`config.mk`:
```
export PLATFORM = sky130hd
export DESIGN_NAME = sprite_fetch_arbiter
export DESIGN_NICKNAME = d
export VERILOG_FILES = /design/src/rtl/sprite_fetch_arbiter.sv
export SDC_FILE = /design/constraint.sdc
export NUM_CORES = 1
export LEC_CHECK = 0
export CORE_AREA = 10 10 57 69
export CTS_BUF_LIST = sky130_fd_sc_hd__clkbuf_8
export DETAILED_ROUTE_END_ITERATION = 16
export DIE_AREA = 0 0 67 79
export DONT_BUFFER_PORTS = 1
export GPL_TIMING_DRIVEN = 0
export PLACE_DENSITY = 0.83
export SLEW_MARGIN = 20
export SYNTH_ARGS = -nofsm -noshare
export SYNTH_HDL_FRONTEND = slang
export SYNTH_SLANG_ARGS = --single-unit
```
`constraint.sdc`:
```
create_clock -name clk -period 3.9 [get_ports clk]
set_clock_uncertainty 0.2 [all_clocks]
set_input_delay 0.78 -clock clk [delete_from_list [all_inputs] [get_ports clk]]
set_output_delay 0.78 -clock clk [all_outputs]
set_load 0.02 [all_outputs]
```
`src/rtl/sprite_fetch_arbiter.sv`:
```
// Round-robin arbiter that lends the shared sprite-graphic lookup to one renderer at a time,
// raster-scans the whole tile through it and streams the registered pixels out with backpressure.
module sprite_fetch_arbiter #(
  parameter int unsigned NUM_REQ          = 4,
  parameter int unsigned REL_BITS         = 4,
  parameter int unsigned PIXELS_WIDTH     = 16,
  parameter int unsigned PIXEL_COLOR_BITS = 8,
  localparam int unsigned IdBits          = (NUM_REQ > 1) ? $clog2(NUM_REQ) : 1
) (
  input  logic                        clk,
  input  logic                        rst_n,
  input  logic [NUM_REQ-1:0]          req,
  output logic [NUM_REQ-1:0]          grant,
  output logic [REL_BITS-1:0]         gfx_x,
  output logic [REL_BITS-1:0]         gfx_y,
  input  logic [PIXEL_COLOR_BITS-1:0] gfx_pixels,
  output logic                        out_valid,
  input  logic                        out_ready,
  output logic [PIXEL_COLOR_BITS-1:0] out_pixel,
  output logic [REL_BITS-1:0]         out_x,
  output logic [REL_BITS-1:0]         out_y,
  output logic [IdBits-1:0]           out_id,
  output logic                        out_last,
  output logic [NUM_REQ-1:0]          done
);

  localparam logic [1:0] StIdle  = 2'd0;
  localparam logic [1:0] StScan  = 2'd1;
  localparam logic [1:0] StFlush = 2'd2;

  localparam logic [REL_BITS-1:0] MaxCoord  = REL_BITS'(PIXELS_WIDTH - 1);
  localparam logic [REL_BITS-1:0] CoordOne  = REL_BITS'(1);
  localparam logic [NUM_REQ-1:0]  GrantOne  = NUM_REQ'(1);
  localparam logic [IdBits-1:0]   LastIndex = IdBits'(NUM_REQ - 1);

  logic [1:0]                  state_q, state_d;
  logic [NUM_REQ-1:0]          grant_q, grant_d;
  logic [NUM_REQ-1:0]          done_q, done_d;
  logic [IdBits-1:0]           rr_q, rr_d;
  logic [IdBits-1:0]           out_id_q, out_id_d;
  logic [REL_BITS-1:0]         scan_x_q, scan_x_d;
  logic [REL_BITS-1:0]         scan_y_q, scan_y_d;
  logic                        out_valid_q, out_valid_d;
  logic                        out_last_q, out_last_d;
  logic [PIXEL_COLOR_BITS-1:0] out_pixel_q, out_pixel_d;
  logic [REL_BITS-1:0]         out_x_q, out_x_d;
  logic [REL_BITS-1:0]         out_y_q, out_y_d;

  logic [IdBits-1:0] sel;
  logic [IdBits-1:0] cand;
  logic              found;
  int unsigned       idx;
  logic              adv;
  logic              at_x_end;
  logic              at_last;

  // Search starts one past the last owner so every waiting requester is served before a repeat.
  always_comb begin
    sel   = '0;
    cand  = '0;
    found = 1'b0;
    idx   = 0;
    for (int unsigned i = 1; i <= NUM_REQ; i++) begin
      idx  = (32'(rr_q) + i) % NUM_REQ;
      cand = idx[IdBits-1:0];
      if (!found && req[cand]) begin
        found = 1'b1;
        sel   = cand;
      end
    end
  end

  assign adv      = !out_valid_q || out_ready;
  assign at_x_end = (scan_x_q == MaxCoord);
  assign at_last  = at_x_end && (scan_y_q == MaxCoord);

  always_comb begin
    state_d     = state_q;
    grant_d     = grant_q;
    done_d      = '0;
    rr_d        = rr_q;
    out_id_d    = out_id_q;
    scan_x_d    = scan_x_q;
    scan_y_d    = scan_y_q;
    out_valid_d = out_valid_q;
    out_last_d  = out_last_q;
    out_pixel_d = out_pixel_q;
    out_x_d     = out_x_q;
    out_y_d     = out_y_q;

    case (state_q)
      StIdle: begin
        if (found) begin
          grant_d  = GrantOne << sel;
          out_id_d = sel;
          rr_d     = sel;
          scan_x_d = '0;
          scan_y_d = '0;
          state_d  = StScan;
        end
      end

      StScan: begin
        if (adv) begin
          out_pixel_d = gfx_pixels;
          out_x_d     = scan_x_q;
          out_y_d     = scan_y_q;
          out_valid_d = 1'b1;
          out_last_d  = at_last;
          if (at_last) begin
            scan_x_d = '0;
            scan_y_d = '0;
            state_d  = StFlush;
          end else if (at_x_end) begin
            scan_x_d = '0;
            scan_y_d = scan_y_q + CoordOne;
          end else begin
            scan_x_d = scan_x_q + CoordOne;
          end
        end
      end

      StFlush: begin
        // Only the final beat can be pending here; its acceptance ends the grant.
        if (out_valid_q && out_ready) begin
          out_valid_d = 1'b0;
          out_last_d  = 1'b0;
          done_d      = grant_q;
          grant_d     = '0;
          state_d     = StIdle;
        end
      end

      default: begin
        grant_d     = '0;
        out_valid_d = 1'b0;
        out_last_d  = 1'b0;
        state_d     = StIdle;
      end
    endcase
  end

  always_ff @(posedge clk or negedge rst_n) begin
    if (!rst_n) begin
      state_q     <= StIdle;
      grant_q     <= '0;
      done_q      <= '0;
      rr_q        <= LastIndex;
      out_id_q    <= '0;
      scan_x_q    <= '0;
      scan_y_q    <= '0;
      out_valid_q <= 1'b0;
      out_last_q  <= 1'b0;
      out_pixel_q <= '0;
      out_x_q     <= '0;
      out_y_q     <= '0;
    end else begin
      state_q     <= state_d;
      grant_q     <= grant_d;
      done_q      <= done_d;
      rr_q        <= rr_d;
      out_id_q    <= out_id_d;
      scan_x_q    <= scan_x_d;
      scan_y_q    <= scan_y_d;
      out_valid_q <= out_valid_d;
      out_last_q  <= out_last_d;
      out_pixel_q <= out_pixel_d;
      out_x_q     <= out_x_d;
      out_y_q     <= out_y_d;
    end
  end

  assign grant     = grant_q;
  assign done      = done_q;
  assign gfx_x     = scan_x_q;
  assign gfx_y     = scan_y_q;
  assign out_valid = out_valid_q;
  assign out_last  = out_last_q;
  assign out_pixel = out_pixel_q;
  assign out_x     = out_x_q;
  assign out_y     = out_y_q;
  assign out_id    = out_id_q;

endmodule

```
==> flow_summary.toml, run 1 <==
[route]
dr.first_iter.drc_count = 99
dr.pass1.iters = 4
wirelength_um = 3900
via_count = 1328
vias_per_cell = 5.77
route.detailed.drc = 0
wl_per_cell_um = 16.9
ant_nets = 0

[setup_path]
rr_startpoint = "gfx_x[0]$_DFFE_PN0P_"
worst-path-max-fanout = 9
worstPathCellList = "ha_1 > and3_1 > nand3_1 > a21o_2 > or4_1 > nand2_1"
cpPeakStageDelay_ns = 0.55
crit_slowest_cell = "dfrtp_1"
rr_endpoint = "gfx_y[3]$_DFFE_PN0P_"
r2r_slack_ns = 1.76
crit_type = "reg -> reg"
cp_top_family = "simple AND/OR/NAND/NOR gates"
crit_arrival_ns = 2.17
endpoint_kind = "register"
ff2ff_path_depth = 6
cp.required_ns = 3.93
start_kind = "register"
cp_num_buf_inv = 0

[sta]
fmax_ghz = 0.466
setup_ws_ns = 1.76
worst_slew_pin_slew_ns = 0.460
finalCritPeriodShare_pct = 55.0
period_minus_slack_ns = 2.14
timing.hold.ws_ns = 0.124
grt_setup_unrepaired = "false"
setup_viol_count_final = 0
hold_viol_final = 0
fin_setup_tns_ns = 0
relSlewSlack_pct = 69.2
drv_slew = 0

[status]
status = "completed"

[logic_synthesis]
synth_mux_area_share_pct = 0.572
synth-simple-area-share_pct = 24.5
async_reset_ff_share_pct = 100
synth_fa_ha_area_share_pct = 1.43
synth_top_family_by_area = "simple AND/OR/NAND/NOR gates"
synth_seq_cells = 40
synthXorXnorAreaFrac_pct = 0.501
syn-num-nets = 204
yosys_warnings = 0
synth-edff-count = 0
synthCells = 187
synthFlopType = "dfrtp_1"
syn_area_mm2 = 0.00175
ys_types = 39
avgSynthCellArea_um2 = 9.35
yosysSeqAreaShare_pct = 57.4
synth_compound_area_share_pct = 13.2

[place]
io_buffers = 0
dp_slack_ns = 1.71
dpl.hpwl_um = 2910
routabilityCongestion = 0.800

[die]
die_area_mm2 = 0.00529
die_w_um = 67
ios = 51
die_h_um = 79
rows = 21
floorplan.initialDensity_pct = 65.9
core-area_mm2 = 0.00265

[global_route]
antenna_found_initial = 0
grt-ovfl-total = 0
gr-usage-all-layers_pct = 15.2
grt_max_degree = 39
grt_pass1_vias = 1324
grt_pass1_wl_um = 6360

[finish]
multi_input_area_um2 = 702
finalNetCount = 212
diodes = 0
seqCellArea_mm2 = 0.00100
final.fill_count = 196
drive_above_1_share_pct = 9.18
syn_to_final_growth_pct = 8.44
final_cell_mix = "nand2_1 (65), dfrtp_1 (38), o21ai_0 (13)"
final_common_cell = "nand2_1"

[cts]
post_cts_resized = 0
max-clock-path-buffers = 2
clock-sinks = 40
cts_setup_buffers = 0
insertion_delay_ns = 0.29
clkTransAtPathRegs_ns = 0.08
cts_tree = "yes"
h-tree-depth = 2
cts_made_buffers = 5
ctsRootBufferMaster = "clkbuf_8"

[flow_run]
maxCapViolations = 0

[power_and_ir_drop]
power.total_mw = 1.27
ir_drop_v = 0.000535
powerDensity_mw_per_mm2 = 670
cellLeakagePower_nw = 0.956

[hold_path]
min-delay-path-class = "in -> async"
==> registers in the layout, indices dropped and copies added (netlist names), 4 cells and up <==
name	cells
out_pixel	8
gfx_x	4
out_y	4
gfx_y	4
grant	4
done	4
out_x	4
==> routing by layer <==
layer | vias up | wire, um | GRT usage (%) | part of all wire (%)
li1 | 645 | - | - | -
met1 | 629 | 1380 | 16.0 | 35
met2 | 44 | 2010 | 25.5 | 51
met3 | 10 | 421 | 6.74 | 11
met4 | 0 | 91 | 6.58 | 2.3
met5 | - | 0 | 0 | 0
==> worst reg2reg max path, stage by stage, from the launching register on <==
cell and delay [ns]:
dfrtp_1 0.55, ha_1 0.22, and3_1 0.21, nand3_1 0.09, a21o_2 0.26, or4_1 0.47, nand2_1 0.07
==> how the worst max path moves through the flow <==
stage / start / to / slack (ns) / cells past startpoint
after global placement: req[2] / grant[1]$_DFFE_PN0P_ / 1.73 / 5
after floorplan: req[3] / gfx_y[3]$_DFFE_PN0P_ / 1.86 / 5
after detailed placement: req[2] / grant[1]$_DFFE_PN0P_ / 1.71 / 5
after global routing: gfx_x[0]$_DFFE_PN0P_ / gfx_y[3]$_DFFE_PN0P_ / 1.62 / 6
final: gfx_x[0]$_DFFE_PN0P_ / gfx_y[3]$_DFFE_PN0P_ / 1.76 / 6
after CTS: gfx_x[0]$_DFFE_PN0P_ / gfx_y[3]$_DFFE_PN0P_ / 1.75 / 6
==> cell usage after synthesis, types with 2 or more instances <==
library cell,instances,area [um^2]
dfstp_2,2,52.6
ha_1,2,25.0
a211oi_1,2,15.0
inv_1,5,18.8
nor3_1,2,10.0
nand3_1,3,15.0
nor2_1,8,30.0
dfrtp_1,38,951
a21o_2,2,17.5
a22o_1,2,17.5
nor4_1,2,12.5
buf_2,2,10.0
nand2_1,65,244
o21a_1,3,22.5
and2_1,4,25.0
a21oi_1,7,35.0
and3_1,2,12.5
nand2b_1,2,12.5
clkbuf_1,2,7.51
o21ai_0,13,65.1
==> where the power goes <==
group	switching [mW]	total, mW	internal (mW)	leakage [nW]
Sequential	0.257	0.794	0.537	0.501
Combinational	0.118	0.220	0.102	0.410
Clock	0.135	0.257	0.122	0.0453
Total	0.510	1.27	0.761	0.956
==> through the flow <==
step | instances | util (%) | cell area, um^2
after global routing | 230 | 71.5 | 1900
after floorplan | 187 | - | 1750
after CTS | 230 | 71.5 | 1900
after global placement | 221 | 67.5 | 1790
final | 230 | 71.5 | 1900
after detailed placement | 221 | 67.5 | 1790
==> cells by family after synthesis <==
family / Yosys count
XOR/XNOR: 1
multiplexers: 1
AND/OR/NAND/NOR: 97
buffers and inverters: 10
adder cells (fa/ha/maj): 2
flip-flops: 40
AO/OA/AOI/OAI: 36
==> repair_timing <==
| action | 4_1_cts | 5_1_grt |
|---|---|---|
| endpoints found under the hold margin | 38 | 0 |
| hold buffers | 1 | 0 |
| setup endpoints to repair | 0 | 0 |
==> area by class of cell <==
class / instances / area share [%]
plain buffers: 5 / 1.32
inverters: 5 / 0.989
multi-input cells: 137 / 37.0
clock buffers: 5 / 3.63
clock inverters: 3 / 0.858
flip-flops and latches: 40 / 52.9
repair buffers: 1 / 1.06
well taps: 34 / 2.24
No activity file was read; power rests on OpenSTA's default activity.
==> run 2, diff against run 1 <==
--- a/config.mk
+++ b/config.mk
@@ -5,13 +5,13 @@
 export SDC_FILE = /design/constraint.sdc
 export NUM_CORES = 1
 export LEC_CHECK = 0
-export CORE_AREA = 10 10 57 69
+export CORE_AREA = 10 10 62 74
 export CTS_BUF_LIST = sky130_fd_sc_hd__clkbuf_8
 export DETAILED_ROUTE_END_ITERATION = 16
-export DIE_AREA = 0 0 67 79
+export DIE_AREA = 0 0 72 84
 export DONT_BUFFER_PORTS = 1
 export GPL_TIMING_DRIVEN = 0
-export PLACE_DENSITY = 0.83
+export PLACE_DENSITY = 0.73
 export SLEW_MARGIN = 20
 export SYNTH_ARGS = -nofsm -noshare
 export SYNTH_HDL_FRONTEND = slang
==> constraint.sdc (replaced) <==
create_clock -name clk -period 1.8 [get_ports clk]
set_clock_uncertainty 0.2 [all_clocks]
set_input_delay 0.36 -clock clk [delete_from_list [all_inputs] [get_ports clk]]
set_output_delay 0.36 -clock clk [all_outputs]
set_load 0.02 [all_outputs]
==> run 2 against run 1 <==
The flow now finishes with violations (setup timing). Sequential share of layout area shrank 6.8 points. Global-route usage is 1.8 points lower. Total power rose by 140%. Sequential cell count is the same. Design area increased by 15%. Combinational power grew to 2.6 times the previous value. Count of clock-buffer cells in the layout stayed put. First-iteration DRC count decreased by 53%. Hold slack lost 0.092 ns. Critical path type unchanged. Highest routed layer unchanged.
==> flow_summary.toml, run 2 (same netlist as run 1, synthesis figures left out) <==
[place]
routabilityCongestion = 0.760
dpl_cell_area_mm2 = 0.00182
dp_cells = 224
io_buffers = 0
dpl.hpwl_um = 3000

[power_and_ir_drop]
cellLeakagePower_nw = 1.06
powerDensity_mw_per_mm2 = 1370
ir_drop_v = 0.00117

[die]
ios = 51
rows = 23
die_h_um = 84
die_area_mm2 = 0.00605
die_w_um = 72
core-area_mm2 = 0.00322
floorplan.initialDensity_pct = 54.3

[setup_path]
crit_slowest_cell = "dfrtp_2"
cp.required_ns = 1.83
cp_top_family = "simple AND/OR/NAND/NOR gates"
crit_type = "reg -> reg"
start_kind = "register"
crit_arrival_ns = 1.96
worst-path-max-fanout = 6
worstPathCellList = "ha_4 > and3_4 > nand3_2 > a21o_4 > or4_4 > nand2_2"
cp_num_buf_inv = 0
cpPeakStageDelay_ns = 0.50
endpoint_kind = "register"

[sta]
setup_ws_ns = -0.132
period_minus_slack_ns = 1.93
drv_slew = 0
grt_setup_unrepaired = "true"
relSlewSlack_pct = 70.9
finalCritPeriodShare_pct = 107
fmax_ghz = 0.518
worst_slew_pin_slew_ns = 0.433
setup_viol_count_final = 4
fin_setup_tns_ns = -0.246
hold_viol_final = 0

[global_route]
grt_pass1_wl_um = 6690
antenna_found_initial = 0
grt-ovfl-total = 0
grt_pass1_vias = 1444
gr-usage-all-layers_pct = 13.4
grt_max_degree = 41

[cts]
h-tree-depth = 2
clock-sinks = 40
cts_tree = "yes"
cts_made_buffers = 5
ctsRootBufferMaster = "clkbuf_8"
max-clock-path-buffers = 2
insertion_delay_ns = 0.28
clkTransAtPathRegs_ns = 0.07

[finish]
finalNetCount = 229
seqCellArea_mm2 = 0.00101
final_common_cell = "nand2_1"
largest_register_ff_count = 8
fin_util_pct = 67.8
syn_to_final_growth_pct = 24.9
diodes = 0
layout.cells.non_filler = 250
final.fill_count = 245
final_cell_mix = "nand2_1 (63), dfrtp_1 (35), dlygate4sd3_1 (10)"
multi_input_area_um2 = 795
fin_area_mm2 = 0.00218
drive_above_1_share_pct = 21.1

[status]
status = "finished with violations"
violations = "setup timing"

[route]
dr.pass1.iters = 4
wl_per_cell_um = 16.9
vias_per_cell = 5.71
via_count = 1427
wirelength_um = 4230
route.detailed.drc = 0
dr.first_iter.drc_count = 47
ant_nets = 0

[flow_run]
maxCapViolations = 0

[hold_path]
min-delay-path-class = "in -> reg"
[run 2: changes by cell type in the layout (fill, tap and decap cells not counted), moves of 3 or more]
cell and delta:
dlygate4sd3_1 +10, buf_4 +5, o21ai_0 -4, dfrtp_1 -3, dfrtp_2 +3, o21ai_1 +3
[run 2: report_power, final]
part	internal [mW]	leakage, nW	switching (mW)
clock	0.405	0.0593	0.287
combinational	0.277	0.503	0.284
sequential	1.17	0.498	0.575
[run 2: final timing paths]
| path | from | to | slack [ns] | cells after the start |
|---|---|---|---|---|
| max | gfx_x[0]$_DFFE_PN0P_ | gfx_y[3]$_DFFE_PN0P_ | -0.13 | 6 |
| min | out_ready | state_q[1]$_DFFE_PN0P_ | 0.03 | 1 |
| max reg2reg | gfx_x[0]$_DFFE_PN0P_ | gfx_y[3]$_DFFE_PN0P_ | -0.13 | 6 |
| min reg2reg | rr_q[1]$_DFFE_PN1P_ | rr_q[1]$_DFFE_PN1P_ | 0.36 | 2 |
| max in group asynchronous | rst_n | rr_q[0]$_DFFE_PN1P_ | 0.82 | 2 |
| min in group asynchronous | rst_n | out_pixel[0]$_DFFE_PN0P_ | 0.32 | 2 |
[run 2: what timing repair did]
action                                 4_1_cts  5_1_grt
pin swaps                                    6       11
endpoints found under the hold margin       50        0
setup endpoints to repair                   18       26
gates cloned                                 0        0
gates resized for setup                     13       16
hold buffers                                11        0
buffers inserted                             4        3
[run 2: stage by stage]
step / setup slack (ns) / total power, mW / hold slack, ns
final: -0.132 / 2.99 / 0.0322
after global routing: -0.184 / 3.19 / 0.0335
after CTS: -0.113 / 3.01 / 0.0254
after detailed placement: -0.128 / 2.24 / -0.134
after global placement: -0.0745 / 2.19 / -0.134
after floorplan: 0.0126 / 2.06 / -0.136
[run 2: area by class of cell]
class / count / share of cell area, %
inverters: 5 / 0.859
clock buffers: 5 / 3.15
flip-flops and latches: 40 / 46.1
well taps: 37 / 2.12
multi-input cells: 137 / 36.4
plain buffers: 5 / 1.37
clock inverters: 3 / 1.78
repair buffers: 18 / 8.25
[run 2: layer usage]
layer,vias up,track usage [%],routed length [um]
met5,-,0,0
met4,0,6.17,111
met3,12,6.55,439
met2,52,23.8,2300
met1,686,12.3,1380
li1,677,-,-
==> run 3, diff against run 2 <==
--- a/config.mk
+++ b/config.mk
@@ -12,6 +12,7 @@
 export DONT_BUFFER_PORTS = 1
 export GPL_TIMING_DRIVEN = 0
 export PLACE_DENSITY = 0.73
+export SETUP_SLACK_MARGIN = 0.5
 export SLEW_MARGIN = 20
 export SYNTH_ARGS = -nofsm -noshare
 export SYNTH_HDL_FRONTEND = slang
==> run 3 against run 2 <==
The flow finishes with violations (hold timing, setup timing). Sequential power is 5% higher. Register-to-register slack lost 0.03 ns. Worst setup slack worse by 0.034 ns. Routed wire length increased by 27%. Design area increased by 22%. Hold slack worse by 0.48 ns. Via count grew 8.6%. Fmax fell by 1.7%. Final cell count is 5.2% higher. Count of clock-buffer cells in the layout unchanged. Largest power group unchanged.
==> flow_summary.toml, run 3 (same netlist as run 1, synthesis figures left out) <==
[status]
status = "finished with violations"
violations = "hold timing, setup timing"

[sta]
drv_slew = 0
fmax_ghz = 0.509
period_minus_slack_ns = 1.97
worst_slew_pin_slew_ns = 0.322
finalCritPeriodShare_pct = 109
relSlewSlack_pct = 78.4
grt_setup_unrepaired = "true"
setup_viol_count_final = 5
timing.hold.ws_ns = -0.451
hold_viol_final = 41
setup_ws_ns = -0.166

[finish]
final_cell_mix = "dfrtp_2 (36), nand2_1 (35), nand2_2 (24)"
syn_to_final_growth_pct = 52.6
diodes = 0
fin_util_pct = 82.8
drive_above_1_share_pct = 63.7
fin_area_mm2 = 0.00267
largest_register_ff_count = 8
finalNetCount = 242
final_common_cell = "dfrtp_2"
layout.cells.non_filler = 263
final.fill_count = 167

[route]
dr.pass1.iters = 4
dr.first_iter.drc_count = 87
route.detailed.drc = 0
vias_per_cell = 5.89
ant_nets = 0
via_count = 1550
wirelength_um = 5390
wl_per_cell_um = 20.5

[setup_path]
rr_endpoint = "out_last$_DFFE_PN0P_"
r2r_slack_ns = -0.17
rr_startpoint = "gfx_x[0]$_DFFE_PN0P_"
endpoint_kind = "register"
worst-path-max-fanout = 6
cp.required_ns = 1.80
ff2ff_path_depth = 7
crit_end = "out_last$_DFFE_PN0P_"
cp-startpoint = "gfx_x[0]$_DFFE_PN0P_"
start_kind = "register"
crit_type = "reg -> reg"
crit_arrival_ns = 1.96

[flow_run]
maxCapViolations = 0

[cts]
h-tree-depth = 2
hold_buffers = 9
clock-sinks = 40
max-clock-path-buffers = 2
insertion_delay_ns = 0.30
clkTransAtPathRegs_ns = 0.08
cts_tree = "yes"
cts_made_buffers = 5
ctsRootBufferMaster = "clkbuf_8"

[die]
ios = 51
die_area_mm2 = 0.00605
rows = 23
core-area_mm2 = 0.00322
floorplan.initialDensity_pct = 54.3
die_w_um = 72
die_h_um = 84

[place]
dp_cells = 224
dpl_cell_area_mm2 = 0.00191
routabilityCongestion = 0.740
io_buffers = 0
dpl.hpwl_um = 3100

[global_route]
antenna_found_initial = 0
grt_max_degree = 41
grt_pass1_vias = 1603
grt_pass1_wl_um = 7970
gr-usage-all-layers_pct = 16.5
grt-ovfl-total = 0

[power_and_ir_drop]
combPwrFrac_pct = 27.0
switching_power_mw = 1.35
p_int_mw = 2.12
power.total_mw = 3.46
powerDensity_mw_per_mm2 = 1300
clock_power_share_pct = 20.6
cellLeakagePower_nw = 1.19
ir_drop_v = 0.00111
pwr-share-seq_pct = 52.5
swShare_pct = 38.8

[hold_path]
min-delay-path-class = "in -> async"
-- run 3: routing by layer --
layer / GRT usage, % / wire (um) / up-vias
met5: 0 / 0 / -
met4: 6.70 / 195 / 0
met3: 8.21 / 491 / 21
met2: 28.1 / 3000 / 62
met1: 16.3 / 1700 / 765
li1: - / - / 702
-- run 3: timing repair --
action	in CTS	in global routing
buffers inserted	16	4
endpoints found under the hold margin	49	40
endpoints found under the setup margin	75	76
gates resized for setup	66	63
gates cloned	2	0
pin swaps	26	25
-- run 3: final cells by class --
type	instances	area (um^2)	area share, %
Clock buffer	5	68.8	2.58
Inverter	5	22.5	0.844
Multi-Input combinational cell	137	1040	38.9
Timing Repair Buffer	31	340	12.8
Tap cell	37	46.3	1.73
Sequential cell	40	1050	39.3
Clock inverter	3	38.8	1.45
Buffer	5	66.3	2.48
-- run 3: power by group through the flow --
stage          clock [mW]  combinational, mW  sequential [mW]
3_5_place_dp            0              0.537             1.78
6_report            0.712              0.934             1.82
2_1_floorplan           0              0.450             1.67
4_1_cts             0.714              0.722             1.79
5_1_grt             0.757               1.02             1.87
3_3_place_gp            0              0.497             1.75
-- run 3: worst min-delay path by stage --
stage                     startpoint  cells after the start              endpoint
after floorplan                rst_n                      0     done[0]$_DFF_PN0_
after global placement         rst_n                      0  out_x[2]$_DFFE_PN0P_
after detailed placement       rst_n                      0  out_x[2]$_DFFE_PN0P_
after CTS                      rst_n                      0  grant[1]$_DFFE_PN0P_
after global routing           rst_n                      0  gfx_x[0]$_DFFE_PN0P_
final                          rst_n                      0  gfx_x[0]$_DFFE_PN0P_
-- run 3: worst max-delay path, stage by stage, from the launching register on --
cell and delay (ns):
dfrtp_2 0.51, ha_4 0.18, and3_4 0.21, nand4_1 0.17
buf_6 0.18, a21oi_1 0.18, nor2_1 0.09, a211oi_2 0.16
-- run 3: through the flow --
stage	setup WS (ns)	TNS, ns
2_1_floorplan	0.0276	0
3_3_place_gp	-0.0565	-0.0931
3_5_place_dp	-0.111	-0.182
4_1_cts	-0.109	-0.250
5_1_grt	-0.223	-0.802
6_report	-0.166	-0.470
